<file path="src/rtl/riscv_pkg.sv">
// -----------------------------------------------------------------------------
// riscv_pkg
// Shared RV32I(+M) decode types and encodings for the decode/control stage.
//   alu_op_t      : ALU operation select (ALU_ADD is the all-zero encoding)
//   md_op_t       : MUL/DIV operation, encoded exactly as the R-type funct3
//   ctrl_bundle_t : packed execute-stage control bundle
//   OP_*          : major opcodes, F7_* funct7 classes, INSTR_* exact words
//   SRC_A_*/WB_*  : operand-A mux and write-back mux encodings
// -----------------------------------------------------------------------------
package riscv_pkg;

   typedef enum logic [3:0] {
      ALU_ADD  = 4'd0,
      ALU_SUB  = 4'd1,
      ALU_SLL  = 4'd2,
      ALU_SLT  = 4'd3,
      ALU_SLTU = 4'd4,
      ALU_XOR  = 4'd5,
      ALU_SRL  = 4'd6,
      ALU_SRA  = 4'd7,
      ALU_OR   = 4'd8,
      ALU_AND  = 4'd9
   } alu_op_t;

   typedef enum logic [2:0] {
      MD_MUL    = 3'b000,
      MD_MULH   = 3'b001,
      MD_MULHSU = 3'b010,
      MD_MULHU  = 3'b011,
      MD_DIV    = 3'b100,
      MD_DIVU   = 3'b101,
      MD_REM    = 3'b110,
      MD_REMU   = 3'b111
   } md_op_t;

   typedef struct packed {
      logic       reg_write;
      alu_op_t    alu_ctrl;
      logic [1:0] alu_src_a;
      logic       alu_src;
      logic       mem_write;
      logic [1:0] mem_to_reg;
      logic       branch;
      logic       jump;
      logic       jalr;
      md_op_t     md_op;
      logic       md_en;
      logic       illegal;
      logic       ecall;
      logic       ebreak;
   } ctrl_bundle_t;

   localparam logic [6:0] OP_R      = 7'b0110011;
   localparam logic [6:0] OP_IMM    = 7'b0010011;
   localparam logic [6:0] OP_LOAD   = 7'b0000011;
   localparam logic [6:0] OP_STORE  = 7'b0100011;
   localparam logic [6:0] OP_BRANCH = 7'b1100011;
   localparam logic [6:0] OP_JAL    = 7'b1101111;
   localparam logic [6:0] OP_JALR   = 7'b1100111;
   localparam logic [6:0] OP_LUI    = 7'b0110111;
   localparam logic [6:0] OP_AUIPC  = 7'b0010111;
   localparam logic [6:0] OP_SYSTEM = 7'b1110011;
   localparam logic [6:0] OP_FENCE  = 7'b0001111;

   localparam logic [6:0] F7_BASE   = 7'b0000000;
   localparam logic [6:0] F7_ALT    = 7'b0100000;
   localparam logic [6:0] F7_MULDIV = 7'b0000001;

   localparam logic [31:0] INSTR_ECALL  = 32'h0000_0073;
   localparam logic [31:0] INSTR_EBREAK = 32'h0010_0073;

   localparam logic [1:0] SRC_A_RS1  = 2'b00;
   localparam logic [1:0] SRC_A_PC   = 2'b01;
   localparam logic [1:0] SRC_A_ZERO = 2'b10;

   localparam logic [1:0] WB_ALU = 2'b00;
   localparam logic [1:0] WB_MEM = 2'b01;
   localparam logic [1:0] WB_PC4 = 2'b10;

   // ALU op for the "plain" funct3 of R-type and I-ALU; funct3=000/101 with
   // funct7=0100000 (SUB/SRA) are resolved by the caller.
   function automatic alu_op_t alu_from_f3(input logic [2:0] f3);
      case (f3)
         3'b000:  return ALU_ADD;
         3'b001:  return ALU_SLL;
         3'b010:  return ALU_SLT;
         3'b011:  return ALU_SLTU;
         3'b100:  return ALU_XOR;
         3'b101:  return ALU_SRL;
         3'b110:  return ALU_OR;
         default: return ALU_AND;
      endcase
   endfunction

endpackage

</file>
<file path="src/rtl/decode_ctrl_comb.sv">
// -----------------------------------------------------------------------------
// decode_ctrl_comb
// Purely combinational RV32I(+M) instruction -> ctrl_bundle_t decode with
// illegal / ECALL / EBREAK detection.
//   i_instr : 32-bit instruction word
//   o_ctrl  : decoded control bundle
// An illegal encoding yields an all-zero bundle with only illegal=1, so no
// architectural side effect can leak from a bad instruction.
// -----------------------------------------------------------------------------
module decode_ctrl_comb
   import riscv_pkg::*;
#(
   parameter int ENABLE_M = 1
) (
   input  logic [31:0]  i_instr,
   output ctrl_bundle_t o_ctrl
);

   logic [6:0]   w_opcode;
   logic [2:0]   w_f3;
   logic [6:0]   w_f7;
   ctrl_bundle_t w_ctrl;
   logic         w_bad;

   assign w_opcode = i_instr[6:0];
   assign w_f3     = i_instr[14:12];
   assign w_f7     = i_instr[31:25];

   always_comb begin
      // NOTE: every variable gets a default before any branch so that no path
      // leaves it unassigned; otherwise synthesis would infer a latch.
      w_ctrl = '0;
      w_bad  = 1'b0;

      if (i_instr[1:0] != 2'b11) begin
         w_bad = 1'b1;
      end else begin
         case (w_opcode)
            OP_R: begin
               w_ctrl.reg_write = 1'b1;
               if (w_f7 == F7_BASE) begin
                  w_ctrl.alu_ctrl = alu_from_f3(w_f3);
               end else if (w_f7 == F7_ALT) begin
                  if (w_f3 == 3'b000)      w_ctrl.alu_ctrl = ALU_SUB;
                  else if (w_f3 == 3'b101) w_ctrl.alu_ctrl = ALU_SRA;
                  else                     w_bad = 1'b1;
               end else if ((w_f7 == F7_MULDIV) && (ENABLE_M != 0)) begin
                  // Multiply/divide: ALU stays at ADD, the MD unit does the work.
                  w_ctrl.md_en = 1'b1;
                  w_ctrl.md_op = md_op_t'(w_f3);
               end else begin
                  w_bad = 1'b1;
               end
            end

            OP_IMM: begin
               w_ctrl.reg_write = 1'b1;
               w_ctrl.alu_src   = 1'b1;
               w_ctrl.alu_ctrl  = alu_from_f3(w_f3);
               if ((w_f3 == 3'b001) && (w_f7 != F7_BASE)) begin
                  w_bad = 1'b1;
               end else if (w_f3 == 3'b101) begin
                  if (w_f7 == F7_ALT)       w_ctrl.alu_ctrl = ALU_SRA;
                  else if (w_f7 != F7_BASE) w_bad = 1'b1;
               end
            end

            OP_LOAD: begin
               w_ctrl.reg_write  = 1'b1;
               w_ctrl.alu_src    = 1'b1;
               w_ctrl.mem_to_reg = WB_MEM;
               w_bad = (w_f3 == 3'b011) || (w_f3 == 3'b110) || (w_f3 == 3'b111);
            end

            OP_STORE: begin
               w_ctrl.mem_write = 1'b1;
               w_ctrl.alu_src   = 1'b1;
               w_bad = (w_f3 >= 3'b011);
            end

            OP_BRANCH: begin
               w_ctrl.branch = 1'b1;
               // BEQ/BNE compare by subtraction, BLT/BGE signed, BLTU/BGEU unsigned.
               case (w_f3[2:1])
                  2'b00:   w_ctrl.alu_ctrl = ALU_SUB;
                  2'b10:   w_ctrl.alu_ctrl = ALU_SLT;
                  2'b11:   w_ctrl.alu_ctrl = ALU_SLTU;
                  default: w_bad = 1'b1;
               endcase
            end

            OP_JAL: begin
               w_ctrl.reg_write  = 1'b1;
               w_ctrl.jump       = 1'b1;
               w_ctrl.alu_src_a  = SRC_A_PC;
               w_ctrl.alu_src    = 1'b1;
               w_ctrl.mem_to_reg = WB_PC4;
            end

            OP_JALR: begin
               w_ctrl.reg_write  = 1'b1;
               w_ctrl.jalr       = 1'b1;
               w_ctrl.alu_src    = 1'b1;
               w_ctrl.mem_to_reg = WB_PC4;
               w_bad = (w_f3 != 3'b000);
            end

            OP_LUI: begin
               w_ctrl.reg_write = 1'b1;
               w_ctrl.alu_src_a = SRC_A_ZERO;
               w_ctrl.alu_src   = 1'b1;
            end

            OP_AUIPC: begin
               w_ctrl.reg_write = 1'b1;
               w_ctrl.alu_src_a = SRC_A_PC;
               w_ctrl.alu_src   = 1'b1;
            end

            OP_SYSTEM: begin
               // Only the two exact encodings are supported; CSR ops etc. trap.
               if (i_instr == INSTR_ECALL)       w_ctrl.ecall  = 1'b1;
               else if (i_instr == INSTR_EBREAK) w_ctrl.ebreak = 1'b1;
               else                              w_bad = 1'b1;
            end

            OP_FENCE: ;  // single-hart in-order core: FENCE is a NOP

            default: w_bad = 1'b1;
         endcase
      end

      if (w_bad) begin
         w_ctrl         = '0;
         w_ctrl.illegal = 1'b1;
      end
   end

   assign o_ctrl = w_ctrl;

endmodule

</file>
<file path="src/rtl/decode_ctrl_stage.sv">
// -----------------------------------------------------------------------------
// decode_ctrl_stage
// Registered decode stage (ID/EX register) between fetch and execute.
//   clk, rst_n        : clock, asynchronous active-low reset
//   flush             : drop held and incoming instruction (redirect)
//   in_valid/in_ready : fetch-side handshake; in_instr/in_pc payload
//   out_valid/out_ready: execute-side handshake
//   out_pc/out_instr  : registered PC and instruction word
//   out_ctrl          : registered control bundle
//   busy              : multi-cycle MUL/DIV occupancy in progress
// An M-op with latency LAT keeps the stage for LAT-1 cycles in MD_WAIT after
// the accepting edge, so out_valid rises LAT cycles after acceptance.
// -----------------------------------------------------------------------------
module decode_ctrl_stage
   import riscv_pkg::*;
#(
   parameter int XLEN        = 32,
   parameter int ENABLE_M    = 1,
   parameter int MUL_LATENCY = 2,
   parameter int DIV_LATENCY = 32
) (
   input  logic            clk,
   input  logic            rst_n,
   input  logic            flush,
   input  logic            in_valid,
   output logic            in_ready,
   input  logic [31:0]     in_instr,
   input  logic [XLEN-1:0] in_pc,
   output logic            out_valid,
   input  logic            out_ready,
   output logic [XLEN-1:0] out_pc,
   output logic [31:0]     out_instr,
   output ctrl_bundle_t    out_ctrl,
   output logic            busy
);

   localparam int LAT_MAX = (MUL_LATENCY > DIV_LATENCY) ? MUL_LATENCY : DIV_LATENCY;
   localparam int CNT_W   = (LAT_MAX > 1) ? $clog2(LAT_MAX + 1) : 1;
   localparam logic [CNT_W-1:0] MUL_LOAD = CNT_W'(MUL_LATENCY - 1);
   localparam logic [CNT_W-1:0] DIV_LOAD = CNT_W'(DIV_LATENCY - 1);

   typedef enum logic [1:0] {
      S_EMPTY   = 2'd0,
      S_FULL    = 2'd1,
      S_MD_WAIT = 2'd2
   } state_t;

   state_t            r_state;
   logic [CNT_W-1:0]  r_count;
   logic              r_out_valid;
   logic              r_busy;
   ctrl_bundle_t      r_ctrl;
   logic [XLEN-1:0]   r_pc;
   logic [31:0]       r_instr;

   ctrl_bundle_t      w_ctrl;
   logic              w_accept;
   logic [CNT_W-1:0]  w_lat_load;
   logic              w_md_wait;

   decode_ctrl_comb #(
      .ENABLE_M (ENABLE_M)
   ) u_decode (
      .i_instr (in_instr),
      .o_ctrl  (w_ctrl)
   );

   // Ready is a function of held state only, never of flush, to keep the
   // fetch-side timing path short.
   assign in_ready = (r_state == S_EMPTY) || ((r_state == S_FULL) && out_ready);
   assign w_accept = in_valid && in_ready && !flush;

   // md_op[2] separates the divide group (funct3 1xx) from the multiply group.
   assign w_lat_load = w_ctrl.md_op[2] ? DIV_LOAD : MUL_LOAD;
   assign w_md_wait  = w_ctrl.md_en && (w_lat_load != '0);

   // NOTE: sequential state uses non-blocking assignments only, so every
   // register samples pre-edge values regardless of statement order.
   always_ff @(posedge clk or negedge rst_n) begin
      if (!rst_n) begin
         r_state     <= S_EMPTY;
         r_count     <= '0;
         r_out_valid <= 1'b0;
         r_busy      <= 1'b0;
         r_ctrl      <= '0;
         r_pc        <= '0;
         r_instr     <= '0;
      end else if (flush) begin
         r_state     <= S_EMPTY;
         r_count     <= '0;
         r_out_valid <= 1'b0;
         r_busy      <= 1'b0;
         r_ctrl      <= '0;
      end else if (w_accept) begin
         r_ctrl  <= w_ctrl;
         r_pc    <= in_pc;
         r_instr <= in_instr;
         if (w_md_wait) begin
            r_state     <= S_MD_WAIT;
            r_count     <= w_lat_load;
            r_out_valid <= 1'b0;
            r_busy      <= 1'b1;
         end else begin
            r_state     <= S_FULL;
            r_count     <= '0;
            r_out_valid <= 1'b1;
            r_busy      <= 1'b0;
         end
      end else begin
         case (r_state)
            S_FULL: begin
               if (out_ready) begin
                  r_state     <= S_EMPTY;
                  r_out_valid <= 1'b0;
               end
            end
            S_MD_WAIT: begin
               // Leave when the decrement would reach zero: LAT-1 wait cycles.
               if (r_count <= CNT_W'(1)) begin
                  r_count     <= '0;
                  r_state     <= S_FULL;
                  r_out_valid <= 1'b1;
                  r_busy      <= 1'b0;
               end else begin
                  r_count <= r_count - CNT_W'(1);
               end
            end
            default: ;
         endcase
      end
   end

   assign out_valid = r_out_valid;
   assign busy      = r_busy;
   assign out_ctrl  = r_ctrl;
   assign out_pc    = r_pc;
   assign out_instr = r_instr;

endmodule

</file>
<file path="config.mk">
export PLATFORM = sky130hd
export DESIGN_NAME = decode_ctrl_stage
export DESIGN_NICKNAME = d
export VERILOG_FILES = /design/src/rtl/riscv_pkg.sv /design/src/rtl/decode_ctrl_comb.sv /design/src/rtl/decode_ctrl_stage.sv
export SDC_FILE = /design/constraint.sdc
export NUM_CORES = 1
export LEC_CHECK = 0
export BUFFER_PORTS_ARGS = -buffer_cell sky130_fd_sc_hd__buf_4
export CORE_MARGIN = 2
export CORE_UTILIZATION = 40
export DETAILED_ROUTE_END_ITERATION = 7
export PLACE_DENSITY = 0.69
export SLEW_MARGIN = 10
export SYNTH_ARGS = -nofsm -noshare
export SYNTH_HDL_FRONTEND = slang
export SYNTH_HIERARCHICAL = 1
export SYNTH_SLANG_ARGS = --single-unit
</file>
<file path="constraint.sdc">
create_clock -name clk -period 1.9 [get_ports clk]
set_input_delay 0.095 -clock clk [delete_from_list [all_inputs] [get_ports clk]]
set_output_delay 0.095 -clock clk [all_outputs]
set_load 0.02 [all_outputs]
</file>
* Word-level counts from Yosys, hierarchy flattened
Index checks and enable logic that the tools add are counted.
** Cells by class
- Reduce and logical (&&, ||, !) cells :: 29
- Magnitude comparators :: 2
- Add/subtract/negate cells :: 1
- Equality and inequality tests :: 29
- Mux-type cells :: 68
- Bitwise logic cells :: 1
** Operators with widths (count)
- 2-to-1 mux 21 bit :: 3
- 2-to-1 mux 4 bit :: 10
- equality test 32 x 21 -> 1 bit (second input constant) :: 1
- equality test 32 x 7 -> 1 bit (second input constant) :: 1
- 2-to-1 mux 1 bit :: 32
- equality test 7 x 6 -> 1 bit (second input constant) :: 4
- equality test 7 bit (second input constant) :: 4
- one-hot mux 4 bit (7 select lines) :: 1
- 2-to-1 mux 6 bit :: 4
- 2-to-1 mux 18 bit :: 1
- equality test 7 x 5 -> 1 bit (second input constant) :: 2
- 2-to-1 mux 2 bit :: 7
- OR reduction 7 bit :: 2
- equality test 3 bit (second input constant) :: 4
- one-hot mux 2 bit (2 select lines) :: 3
- one-hot mux 4 bit (3 select lines) :: 1
- 2-to-1 mux 5 bit :: 2
- one-hot mux 3 bit (3 select lines) :: 1
- nonzero test 3 bit :: 3
- != test 4 bit (second input constant) :: 2
- one-hot mux 1 bit (8 select lines) :: 1
- equality test 7 x 1 -> 1 bit (second input constant) :: 1
- equality test 7 x 2 -> 1 bit (second input constant) :: 1
- equality test 7 x 4 -> 1 bit (second input constant) :: 1
- 26 further kinds :: 38
** Storage, ports and cells
- Output and inout port bits :: 88
- Bits in registers :: 95

* Depth between registers and ports, before layout
- Word-level depth :: 14
- Gate-level depth with buffers :: 9
- Gate-level depth less buffers :: 7

* Cells and area by module
Netlist, hierarchy kept.
** Modules (own cells, without submodules)
- decode_ctrl_stage :: area each 3783.6 sq um, instances 1, cells an instance 393
- decode_ctrl_comb :: area each 798.3 sq um, instances 1, cells an instance 122

* Least setup slack after synthesis
Ideal clock, no wire load.
- Path kind :: register to register
- Start point :: reg r_state[0]
- End point :: reg r_state[0]
- Period minus slack after synthesis :: 2.021 ns
- Slack :: -0.121 ns
- Path buffers :: 0
- Arrival time :: 1.896 ns
- Stages on the path, launching flop included :: 8
- Cell sequence :: dfrtp_1 > inv_1 > ha_1 > a21oi_2 > inv_1 > a21o_1 > a31oi_1 > mux2_2
** On the way
- Word-level cells in the longest chain between the ends :: 7
** RTL lines
- from (decl) :: line decode_ctrl_stage.sv:48 : state_t r_state;
- from (signal assigned) :: line decode_ctrl_stage.sv:81 : r_state <= S_EMPTY;
- from (signal assigned) :: line decode_ctrl_stage.sv:89 : r_state <= S_EMPTY;
- from (signal assigned) :: line decode_ctrl_stage.sv:99 : r_state <= S_MD_WAIT;
- equality test 2 x 1 -> 1 bit :: line decode_ctrl_stage.sv:70 : assign in_ready = (r_state == S_EMPTY) || ((r_state == S_FULL) && out_ready);
- logical AND 1 bit :: line decode_ctrl_stage.sv:70
- logical OR 1 bit * :: line decode_ctrl_stage.sv:70
- via in_ready :: line decode_ctrl_stage.sv:26 : output logic in_ready,
- logical AND 1 bit * (2 in series) :: line decode_ctrl_stage.sv:71 : assign w_accept = in_valid && in_ready && !flush;
- != test 4 bit (no source line), or another cell as far along
- AND reduction 3 bit (no source line) / 2-to-1 mux 2 bit (equally long branches)
The timed path passes the listed nets; every way through them passes the cells marked *.
A chain may end at the register's enable or synchronous reset.

==> flow_metrics.env <==
export IMPL_status="finished clean"
export IMPL_yosysSeqAreaShare_pct=51.3
export IMPL_start_kind="primary input"
export IMPL_syn_cell_area_mm2=0.00458
export IMPL_drive_gt1_share_pct=30.6
export IMPL_end_kind="flop"
export IMPL_synth_ff_latch_count=94
export IMPL_ys_top_cells_by_area="dfrtp_1 51%, nand2_1 17%, a22o_1 3.8%"
export IMPL_syn_area_per_cell_um2=8.90
export IMPL_synth_cell_types=61
export IMPL_post_route_drc_count=0
export IMPL_netlist_area_leader_share_pct=51.3
export IMPL_antenna_found_initial=0
export IMPL_synth_ff_type="dfrtp_1"
export IMPL_fin_skew_ns=0.00766
export IMPL_area_delta_synth_final_pct=52.2
export IMPL_num_nets_final=805
export IMPL_drv_slew=0
export IMPL_r2r_setup_slack_ns=0.08
export IMPL_cts_htree_levels=3
export IMPL_dieArea_mm2=0.0123
export IMPL_maxCapViolations=0
export IMPL_clock_fmax_ghz=0.537
export IMPL_cts_sinks=94
export IMPL_yosys_area_share_xor_xnor_pct=0.382
export IMPL_setup_ws_ns=0.0379
export IMPL_worstSetupPathType="in -> reg"
export IMPL_gr_total_overflow=0
export IMPL_hold_path_class="in -> reg"
export IMPL_final_cell_mix="205 x nand2_1, 172 x buf_4, 93 x dfrtp_1"
export IMPL_vias_per_cell=5.19
export IMPL_first_iter_violations=320
export IMPL_rows=39
export IMPL_layout_commonest_cell="nand2_1"
export IMPL_muxShareOfSynthArea_pct=0.464
export IMPL_critPathMaxStageDelay_ns=0.55
export IMPL_cts_buffer_depth=2
export IMPL_place_congestion=0.868
export IMPL_antenna_cells=0
export IMPL_setup_viol=0
export IMPL_tightest_slew_ns=0.595
export IMPL_timing_critical_path_cells="dlygate4sd3_1, buf_4, nor4_2, nand3_2, nor3_4, o221ai_4, or2_1, a22o_1"
export IMPL_syn_inst=515
export IMPL_portBuffers=156
export IMPL_irDropWorstVdd_mv=0.713
export IMPL_crit_fanout=5
export IMPL_grt_pass1_wl_um=22200
export IMPL_cts_buffers=9
export IMPL_cp_arrival_ns=2.09
export IMPL_synth_simple_area_share_pct=29.4
export IMPL_track_usage_pct=22.3
export IMPL_routedWlPerCell_um=15.8
export IMPL_clockRootBuffer="clkbuf_16"
export IMPL_num_vias=4558
export IMPL_p_per_area_mw_per_mm2=899
export IMPL_die_y_um=111
export IMPL_grt_max_degree=69
export IMPL_synth_nets=589
export IMPL_synth_top_family_by_area="simple AND/OR/NAND/NOR gates"
export IMPL_start_util_pct=40.5
export IMPL_core_area_mm2=0.0113
export IMPL_cp_required_ns=2.13
export IMPL_final_util_pct=61.6
export IMPL_slew_headroom_pct=60.0
export IMPL_cts_tree="done"
export IMPL_synth_edf_count=0
export IMPL_post_route_min_period_ns=1.86
export IMPL_grt_pass1_vias=4504
export IMPL_synth_largest_area_cell="dfrtp_1"
export IMPL_synthArstFlopShare_pct=100
export IMPL_fin_crit_sh_pct=98.0
export IMPL_io_pin_count=157
export IMPL_fp_dieW_um=111
export IMPL_drt_pass1_iterations=5
export IMPL_ant_nets=0
export IMPL_power_uw=6270
export IMPL_dp_slack_ns=0.0216
export IMPL_clkSlewWorstSetupHoldPaths_ns=0.06
export IMPL_clock_latency_ns=0.35
export IMPL_critPathSlowestCell="dlygate4sd3_1"
export IMPL_drt_wl_total_um=13900
export IMPL_finalHoldViolations=0
export IMPL_rsz0062_at_grt="yes"
export IMPL_hpwl_um=9090
export IMPL_yosys_warnings=6
export IMPL_synth_adder_area_share_pct=1.37
export IMPL_synth_compound_area_share_pct=12.4
export IMPL_leakagePower_uw=0.00352
path summary, 6_finish.rpt:
path | cells after the start | start | endpoint
min in group asynchronous | 2 | rst_n | out_ctrl[14]$_DFFE_PN0P_
min reg2reg | 2 | out_instr[25]$_DFFE_PN0P_ | out_instr[25]$_DFFE_PN0P_
max | 8 | in_instr[24] | out_ctrl[2]$_DFFE_PN0P_
max in group asynchronous | 3 | rst_n | out_pc[24]$_DFFE_PN0P_
max reg2reg | 7 | r_state[0]$_DFFE_PN0P_ | r_state[0]$_DFFE_PN0P_
min | 3 | in_instr[30] | out_instr[30]$_DFFE_PN0P_
cell type report:
cell class / count / area (um2)
tap: 143 / 179
clock inverter: 6 / 111
clock buffer: 9 / 225
multi-input combinational: 379 / 2110
fill: 909 / 4350
sequential: 94 / 2350
inverter: 14 / 52.6
timing repair buffer: 233 / 1940
worst max-delay path: cells and delay by family:
family                 cells  cell delay [ns]
AO/OA/AOI/OAI              2             0.37
buffers and inverters      2             0.69
AND/OR/NAND/NOR            4             0.93
logic make-up after synthesis:
family	count (synthesis)
XOR/XNOR	2
multiplexers	2
adder cells (fa/ha/maj)	5
AND/OR/NAND/NOR	296
buffers and inverters	43
AO/OA/AOI/OAI	73
flip-flops	94
cells in the mapped netlist (3+ instances only):
cell	n
o21ai_0	5
a21o_1	3
nor2_1	23
a22o_1	20
inv_1	13
nor4_1	7
nand3_1	8
nor3_1	13
nor2b_1	4
a211oi_1	7
nand2_1	205
ha_1	5
a21oi_1	14
buf_6	3
dfrtp_1	94
nand2b_1	7
clkbuf_1	6
buf_2	19
and3_1	3
a31oi_1	4
metrics by stage:
stage / setup TNS, ns / hold slack [ns] / area, um2 / instances
floorplan: 0 / -0.201 / 4580 / 515
global placement: 0 / 0.0358 / 5980 / 805
detailed placement: 0 / 0.0379 / 5980 / 805
CTS: 0 / 0.0122 / 6880 / 876
global route: -0.0324 / 0.0257 / 6970 / 878
finish: 0 / 0.0270 / 6970 / 878
state kept, by name, indices dropped and copies added (netlist names):
register	cells
busy	1
out_ctrl	21
out_instr	32
out_pc	32
r_count	6
r_state	2
layer usage:
| metal | vias up | part of all wire [%] | track usage (%) |
|---|---|---|---|
| li1 | 2163 | - | - |
| met4 | 0 | 3.0 | 8.23 |
| met2 | 183 | 50 | 37.8 |
| met3 | 38 | 6.0 | 6.12 |
| met1 | 2174 | 41 | 27.3 |
| met5 | - | 0 | 0 |
repair_timing:
action / 4_1_cts / 5_1_grt
endpoints found under the setup margin: 0 / 46
setup buffers: 0 / 1
hold buffers: 56 / 0
resized for setup: 0 / 16
endpoints found under the hold margin: 81 / 0
power breakdown:
part	switching [uW]	leakage, uW	internal (uW)	total [uW]
clock	758	0.000161	1280	2040
combinational	1000	0.00215	759	1760
sequential	171	0.00121	2300	2470
total	1930	0.00352	4340	6270
No activity file was read; power rests on OpenSTA's default activity.
